==> src/rtl/block_addr_seq_pkg.sv <==
// ---------------------------------------------------------------------------
// block_addr_seq_pkg
// Shared types and default parameters for the block address sequencer.
//   state_t     : sequencer FSM states (IDLE, RUN, DONE), fixed 2-bit encoding
//   ADDR_W_DEF  : default address width in bits
//   LEN_W_DEF   : default transfer-length width in bits (bytes)
//   STEP_DEF    : default address increment per beat in bytes
// ---------------------------------------------------------------------------
package block_addr_seq_pkg;

  typedef enum logic [1:0] {
    IDLE = 2'd0,
    RUN  = 2'd1,
    DONE = 2'd2
  } state_t;

  localparam int ADDR_W_DEF = 16;
  localparam int LEN_W_DEF  = 16;
  localparam int STEP_DEF   = 8;

endpackage

==> src/rtl/block_addr_sequencer_beat_counter.sv <==
// ---------------------------------------------------------------------------
// beat_counter
// Down-counter of bytes still to be addressed in the current run.
// Ports:
//   clk, n_rst : clock, asynchronous active-low reset
//   load       : load load_val as the new remaining byte count
//   load_val   : run length in bytes
//   dec        : subtract STEP (one accepted, non-final beat)
//   last       : the beat currently offered is the final one
// ---------------------------------------------------------------------------
module beat_counter
  import block_addr_seq_pkg::*;
#(
  parameter int LEN_W = LEN_W_DEF,
  parameter int STEP  = STEP_DEF
) (
  input  logic             clk,
  input  logic             n_rst,
  input  logic             load,
  input  logic [LEN_W-1:0] load_val,
  input  logic             dec,
  output logic             last
);

  localparam logic [LEN_W-1:0] STEP_L = LEN_W'(STEP);

  logic [LEN_W-1:0] remaining_d, remaining_q;

  // The decrement never underflows: the final beat (remaining <= STEP)
  // ends the run instead of decrementing.
  always_comb begin
    remaining_d = remaining_q;
    if (load) begin
      remaining_d = load_val;
    end else if (dec) begin
      remaining_d = remaining_q - STEP_L;
    end
  end

  always_ff @(posedge clk or negedge n_rst) begin
    if (!n_rst) begin
      remaining_q <= '0;
    end else begin
      remaining_q <= remaining_d;
    end
  end

  // A partial final step (len not a multiple of STEP) still counts as one beat.
  assign last = (remaining_q <= STEP_L);

endmodule

==> src/rtl/block_addr_sequencer.sv <==
// ---------------------------------------------------------------------------
// block_addr_sequencer
// Streams ceil(len/STEP) block addresses, starting at s_addr and stepping by
// STEP bytes, over a valid/ready handshake. One instance per direction.
// Ports:
//   clk, n_rst            : clock, asynchronous active-low reset
//   start, s_addr, len    : begin a run (accepted only in IDLE)
//   abort                 : cancel the run, no done pulse
//   addr_ready            : consumer accepts addr this cycle
//   addr_valid, addr, last: offered beat and final-beat flag
//   busy                  : sequencer not idle
//   done                  : one-cycle completion pulse
// Optional build macro BLOCK_ADDR_SEQ_WRAP_EN adds wrap_base / wrap_limit
// (circular-buffer mode, sampled on an accepted start).
// All outputs decode registered state only.
// ---------------------------------------------------------------------------
module block_addr_sequencer
  import block_addr_seq_pkg::*;
#(
  parameter int ADDR_W = ADDR_W_DEF,
  parameter int LEN_W  = LEN_W_DEF,
  parameter int STEP   = STEP_DEF
) (
  input  logic              clk,
  input  logic              n_rst,
  input  logic              start,
  input  logic              abort,
  input  logic [ADDR_W-1:0] s_addr,
  input  logic [LEN_W-1:0]  len,
  input  logic              addr_ready,
`ifdef BLOCK_ADDR_SEQ_WRAP_EN
  input  logic [ADDR_W-1:0] wrap_base,
  input  logic [ADDR_W-1:0] wrap_limit,
`endif
  output logic              addr_valid,
  output logic [ADDR_W-1:0] addr,
  output logic              last,
  output logic              busy,
  output logic              done
);

  state_t            state_d, state_q;
  logic [ADDR_W-1:0] cur_addr_d, cur_addr_q;
  logic [ADDR_W-1:0] addr_step;
  logic              run;
  logic              handshake;
  logic              accept_start;
  logic              cnt_last;

  assign run          = (state_q == RUN);
  assign handshake    = run && addr_ready;
  assign accept_start = (state_q == IDLE) && start && !abort;

`ifdef BLOCK_ADDR_SEQ_WRAP_EN
  logic [ADDR_W-1:0] wrap_base_d, wrap_base_q;
  logic [ADDR_W-1:0] wrap_limit_d, wrap_limit_q;
  logic [ADDR_W:0]   addr_sum;

  // The carry bit takes part in the limit compare, so a step past the
  // top of the address space also counts as exceeding the limit.
  assign addr_sum  = {1'b0, cur_addr_q} + (ADDR_W + 1)'(STEP);
  assign addr_step = (addr_sum > {1'b0, wrap_limit_q}) ? wrap_base_q
                                                       : addr_sum[ADDR_W-1:0];

  always_comb begin
    wrap_base_d  = wrap_base_q;
    wrap_limit_d = wrap_limit_q;
    if (accept_start) begin
      wrap_base_d  = wrap_base;
      wrap_limit_d = wrap_limit;
    end
  end

  always_ff @(posedge clk or negedge n_rst) begin
    if (!n_rst) begin
      wrap_base_q  <= '0;
      wrap_limit_q <= '0;
    end else begin
      wrap_base_q  <= wrap_base_d;
      wrap_limit_q <= wrap_limit_d;
    end
  end
`else
  // Plain modulo-2^ADDR_W increment; the address wraps through zero.
  assign addr_step = cur_addr_q + ADDR_W'(STEP);
`endif

  beat_counter #(
    .LEN_W (LEN_W),
    .STEP  (STEP)
  ) u_beat_counter (
    .clk      (clk),
    .n_rst    (n_rst),
    .load     (accept_start && (len != '0)),
    .load_val (len),
    .dec      (handshake && !abort && !cnt_last),
    .last     (cnt_last)
  );

  // abort wins over both a same-cycle handshake and an IDLE start.
  // DONE always lasts a single cycle, so abort there changes nothing.
  always_comb begin
    state_d    = state_q;
    cur_addr_d = cur_addr_q;
    case (state_q)
      IDLE: begin
        if (accept_start) begin
          if (len != '0) begin
            state_d    = RUN;
            cur_addr_d = s_addr;
          end else begin
            state_d = DONE;
          end
        end
      end
      RUN: begin
        if (abort) begin
          state_d = IDLE;
        end else if (handshake) begin
          if (cnt_last) begin
            state_d = DONE;
          end else begin
            cur_addr_d = addr_step;
          end
        end
      end
      DONE: begin
        state_d = IDLE;
      end
      default: begin
        state_d = IDLE;
      end
    endcase
  end

  always_ff @(posedge clk or negedge n_rst) begin
    if (!n_rst) begin
      state_q    <= IDLE;
      cur_addr_q <= '0;
    end else begin
      state_q    <= state_d;
      cur_addr_q <= cur_addr_d;
    end
  end

  assign addr_valid = run;
  assign addr       = run ? cur_addr_q : '0;
  assign last       = run && cnt_last;
  assign busy       = (state_q != IDLE);
  assign done       = (state_q == DONE);

endmodule

==> config.mk <==
export PLATFORM = sky130hd
export DESIGN_NAME = block_addr_sequencer
export DESIGN_NICKNAME = d
export VERILOG_FILES = /design/src/rtl/block_addr_seq_pkg.sv /design/src/rtl/block_addr_sequencer_beat_counter.sv /design/src/rtl/block_addr_sequencer.sv
export SDC_FILE = /design/constraint.sdc
export NUM_CORES = 1
export LEC_CHECK = 0
export CAP_MARGIN = 25
export CORE_UTILIZATION = 49
export DETAILED_ROUTE_END_ITERATION = 10
export PLACE_DENSITY = 0.81
export SLEW_MARGIN = 15
export SYNTH_ARGS = -nofsm -noshare
export SYNTH_HDL_FRONTEND = slang
export SYNTH_SLANG_ARGS = --single-unit
==> constraint.sdc <==
create_clock -name clk -period 2.56 [get_ports clk]
set_input_delay 0.256 -clock clk [delete_from_list [all_inputs] [get_ports clk]]
set_output_delay 0.256 -clock clk [all_outputs]
set_load 0.1 [all_outputs]
* Word-level counts from Yosys, hierarchy flattened
Index checks and enable logic that the tools add are counted.
Storage, ports and cells: register bits 34, input bits 37, output and inout bits 20
Operators by class: $add $sub $neg 2, magnitude comparators 1, equality and inequality tests 9, mux-type cells 15, reduce and logical (&&, ||, !) cells 16
Operators by type and width (number):
- 16-bit 2-to-1 mux | 8
- 16-bit one-hot mux with 2 select lines | 1
- 16-bit by 4-bit adder with 16-bit output (second input constant) | 1
- 16-bit by 4-bit <= comparator with 1-bit output (second input constant) | 1
- 16-bit nonzero test | 1
- 16-bit by 4-bit subtractor with 16-bit output (second input constant) | 1
- 2-bit 2-to-1 mux | 5
- 1-bit logical AND | 7
- 2-bit != test (second input constant) | 3
- 3-bit by 2-bit != test with 1-bit output (second input constant) | 2
- 6-bit AND reduction | 1
- 2-bit nonzero test | 3
- 2-bit by 1-bit != test with 1-bit output (second input constant) | 2
- 2-bit one-hot mux with 2 select lines | 1
- 3-bit AND reduction | 1
- 2-bit by 1-bit == test with 1-bit output (second input constant) | 1
- 2-bit == test (second input constant) | 1
- 1-bit zero test | 2
- 2-bit zero test | 1

* Logic depth before layout (Yosys ltp)
Gate-level depths: netlist of run 1.
depth after elaboration 6, mapped depth 8, depth with buffers taken out 7

* Cells and area by module
A second synthesis of run 1 with hierarchy kept.
Second synthesis, totals: cells, all modules 237, area, all modules 2147.1 µm²
By module, submodules not included:
- block_addr_sequencer | instances 1, cells each 150, area an instance 1290.0 µm², seq. area each 450.4 µm²
- beat_counter | instances 1, cells each 87, area an instance 857.1 µm², seq. area each 400.4 µm²

* Worst setup path after synthesis of run 1
No wires, ideal clock.
path kind register -> output, from reg state_q[1], to out addr[10], arrival time 2.481 ns, required time 2.304 ns, slack -0.177 ns, stages on the path, launching flop included 5, buffers on the path 1, cell sequence dfrtp_1 -> nand2b_1 -> inv_1 -> clkbuf_1 -> and2_1
On the way: word-level cells in the longest chain between the ends 2
RTL lines:
- start: declaration | RTL line block_addr_sequencer.sv:42 | state_t state_d, state_q;
- start signal: assignment | RTL line block_addr_sequencer.sv:141 | state_q <= state_d;
- 2-bit by 1-bit == test with 1-bit output | RTL line block_addr_sequencer.sv:50 | assign run = (state_q == RUN);
- via addr_valid | RTL line block_addr_sequencer.sv:35 | output logic addr_valid,
- 16-bit 2-to-1 mux | RTL line block_addr_sequencer.sv:147 | assign addr = run ? cur_addr_q : '0;
- end: declaration | RTL line block_addr_sequencer.sv:36 | output logic [ADDR_W-1:0] addr,
The timed path passes the listed nets, and every way through them passes these cells.

* Worst setup path after layout of run 1
from reg u_beat_counter.remaining_q[3], to reg u_beat_counter.remaining_q[13]
On the way: word-level cells in the longest chain between the ends 4, elaborated cells on any way between the ends 7, classes of those cells add/sub (1); order compare (1); mux (2); reduce/logical (3)
RTL lines:
- start: declaration | RTL line block_addr_sequencer_beat_counter.sv:27 | logic [LEN_W-1:0] remaining_d, remaining_q;
- start signal: assignment | RTL line block_addr_sequencer_beat_counter.sv:44 | remaining_q <= remaining_d;
- 16-bit by 4-bit <= comparator with 1-bit output | RTL line block_addr_sequencer_beat_counter.sv:49 | assign last = (remaining_q <= STEP_L);
- 1-bit zero test | RTL line block_addr_sequencer.sv:96 | .dec (handshake && !abort && !cnt_last),
- 1-bit logical AND | RTL line block_addr_sequencer.sv:96
- 2-bit nonzero test (no source line)
Several ways; a longest one is shown, not always the timed one. The select of a mux whose other input is x is not followed. A chain may end at the register's enable or synchronous reset.

==> results of run 1 <==
-- flip-flops by register name, indices dropped and copies added (netlist names) --
signal	flops
cur_addr_q	16
state_q	2
u_beat_counter.remaining_q	16
-- critical path: stages (launching register included) --
cell     delay, ns
dfrtp_1       0.40
inv_1         0.12
ha_1          0.22
or4b_4        0.48
or3_1         0.42
o41a_1        0.34
a211o_1       0.29
-- cells in the mapped netlist (4+ instances only) --
library cell  instances
a21oi_1              20
inv_1                 7
nor3_1                8
mux2i_1               4
and3_1                7
o22ai_1               4
dfrtp_1              34
nor2_1               19
o22a_1                8
nand2_1              27
nand3_1              12
buf_2                 5
clkbuf_1             10
nor4_1                6
and4_1                4
a31oi_1               4
a211o_1               4
and2_1               15
-- layer usage --
layer / global-route usage, % / up-vias / wire length [microns]
met1: 37.3 / 1022 / 2420
met3: 5.33 / 16 / 458
li1: - / 1038 / -
met4: 15.1 / 0 / 137
met5: 0 / - / 0
met2: 41.7 / 106 / 2730
-- through the flow --
stage / std cells / worst slack (ns)
2_1_floorplan: 249 / 0.152
3_3_place_gp: 350 / 0.245
3_5_place_dp: 350 / 0.176
4_1_cts: 357 / 0.196
5_1_grt: 357 / 0.0921
6_report: 357 / 0.180
-- worst max path at each step --
stage | slack [ns] | start | cells after the start | to
floorplan | 0.15 | state_q[1]$_DFFE_PN0P_ | 5 | cur_addr_q[5]$_DFFE_PN0P_
global placement | 0.25 | len[7] | 7 | u_beat_counter.remaining_q[11]$_DFFE_PN0P_
detailed placement | 0.18 | abort | 7 | u_beat_counter.remaining_q[6]$_DFFE_PN0P_
CTS | 0.20 | u_beat_counter.remaining_q[3]$_DFFE_PN0P_ | 6 | u_beat_counter.remaining_q[13]$_DFFE_PN0P_
global route | 0.09 | u_beat_counter.remaining_q[3]$_DFFE_PN0P_ | 6 | u_beat_counter.remaining_q[13]$_DFFE_PN0P_
finish | 0.18 | u_beat_counter.remaining_q[3]$_DFFE_PN0P_ | 6 | u_beat_counter.remaining_q[13]$_DFFE_PN0P_
-- power by group --
group	internal (mW)	switching (mW)
clock network	0.187	0.179
logic	0.454	0.657
registers	0.694	0.178
total	1.34	1.01
-- cell families after synthesis --
group / Yosys count / synth area share (%)
compound gates: 67 / 22.6
mux: 5 / 2.39
buf+inv: 25 / 5.01
simple gates: 116 / 29.2
fa+ha+maj: 2 / 1.17
flops: 34 / 39.7
-- layout make-up --
cell class | count | share of cell area (%)
inverters | 7 | 0.861
flip-flops and latches | 34 | 27.9
multi-input cells | 190 | 39.0
repair buffers | 69 | 27.7
well taps | 50 | 2.05
clock buffers | 7 | 2.50
==> results.txt, run 1 <==
Main synth FF type: dfrtp_1
Starting Density: 52.1%
Number of port buffers: 56
CTS sink cnt: 34
Die height: 68.2 microns
Count of state elements after synthesis: 34
Sequential Area: 851 sq um
CTS Buffer Depth: 2
Initial antenna violation count: 0
Avg Cell Area, Syn: 8.62 sq um
Reg2reg setup slack: 0.18 ns
Yosys top cell area share: 39.7%
Synthesized net count: 288
CTS tree: yes
Setup violations, final: 0
First DRT Iteration DRCs: 176
Worst EP required: 2.73 ns
Dpl cell area: 0.00298 sq mm
Vias: 2182
CTS H-tree depth: 2
Setup_tns: 0 ns
Worst-path clk slew: 0.07 ns
Gr ovfl total: 0
Post-synthesis sequential area ratio: 39.7%
Final net count: 346
Worst vdd ir: 0.000556 V
DR pass1 iterations: 4
Final core occ: 74.2%
Remaining routing DRC violations: 0
Max-capacitance violation count: 0
Slew headroom: 69.7%
Fmax: 420 MHz
Final worst path period share: 93.0%
Power consumption: 2.35 mW
FF-to-FF Start: u_beat_counter.remaining_q[3]$_DFFE_PN0P_
Area of the multi-input gates: 0.00119 sq mm
Clock Latency Late Sink: 0.28 ns
Asr flop ratio synth: 100%
P&R area growth vs syn: 42.2%
Global-route wire length before repair: 9.42 mm
Top cell type by total area after synthesis: dfrtp_1
Most common cell after layout, fill and taps aside: clkdlybuf4s50_1
Total routed wirelength: 5.74 mm
HPWL Detailed: 4.16 mm
R2R depth: 6
Die Area: 0.00465 sq mm
Commonest non-fill, non-tap cells in the layout: 36 x clkdlybuf4s50_1, 34 x dfrtp_1, 27 x nand2_1
Vias in the first global route: 2023
Worst hold slack: 0.381 ns
Pwr dens: 770 mW/mm^2
Die width: 68.2 microns
DR vias/cell: 6.11
Filler cells: 317
Status: completed
Top post-synthesis cells by area: dfrtp_1 40%, nand2_1 4.7%, a21oi_1 4.7%
Setup Skew: 0.00783 ns
Leak: 1.30 nW
Final Max Tran Viols: 0
Post-CTS Setup Bufs: 0
Syn. warnings: 0
TritonCTS Buffers: 5
Largest net degree at the start of global routing: 35
Hold Crit Class: in -> async
Row count: 23
Synthesized area: 0.00215 sq mm
Tmin final: 2.38 ns
I/O Pins: 57
Crit Path Category: reg -> reg
Unique masters post-synth: 53
Routability cong.: 0.908
EDFF count, synth: 0
Critical Path Sink Type: flip-flop
Root Driver: clkbuf_8
Worst-Margin Slew: 0.451 ns
Layout cell share with drive strength beyond 1: 16.0%
RSZ-0062 raised after global routing: false
CORE AREA: 0.00412 sq mm
Mapped Cells: 249
Final ANT Viol Nets: 0
All-Layer GR Usage: 27.7%
Data arrival, critical path: 2.55 ns
Number of gates resized after CTS: 0
Post-route cell area: 0.00305 sq mm
WL per Instance: 16.1 microns
Critical Path Source Type: flip-flop
Fin. Hold Viols: 0
Worst-path maximum fanout: 6
Hold buffers post-CTS: 0
Antenna cells: 0
RR Endpoint: u_beat_counter.remaining_q[13]$_DFFE_PN0P_
No activity file was read; power rests on OpenSTA's default activity.
==> run 2: changes to the inputs <==
--- a/config.mk
+++ b/config.mk
@@ -9,7 +9,6 @@
 export CORE_UTILIZATION = 49
 export DETAILED_ROUTE_END_ITERATION = 10
 export PLACE_DENSITY = 0.81
-export SLEW_MARGIN = 15
 export SYNTH_ARGS = -nofsm -noshare
 export SYNTH_HDL_FRONTEND = slang
 export SYNTH_SLANG_ARGS = --single-unit
==> results of run 2 <==
Same layout as run 1: the final DEF is identical, and so are final timing and power.
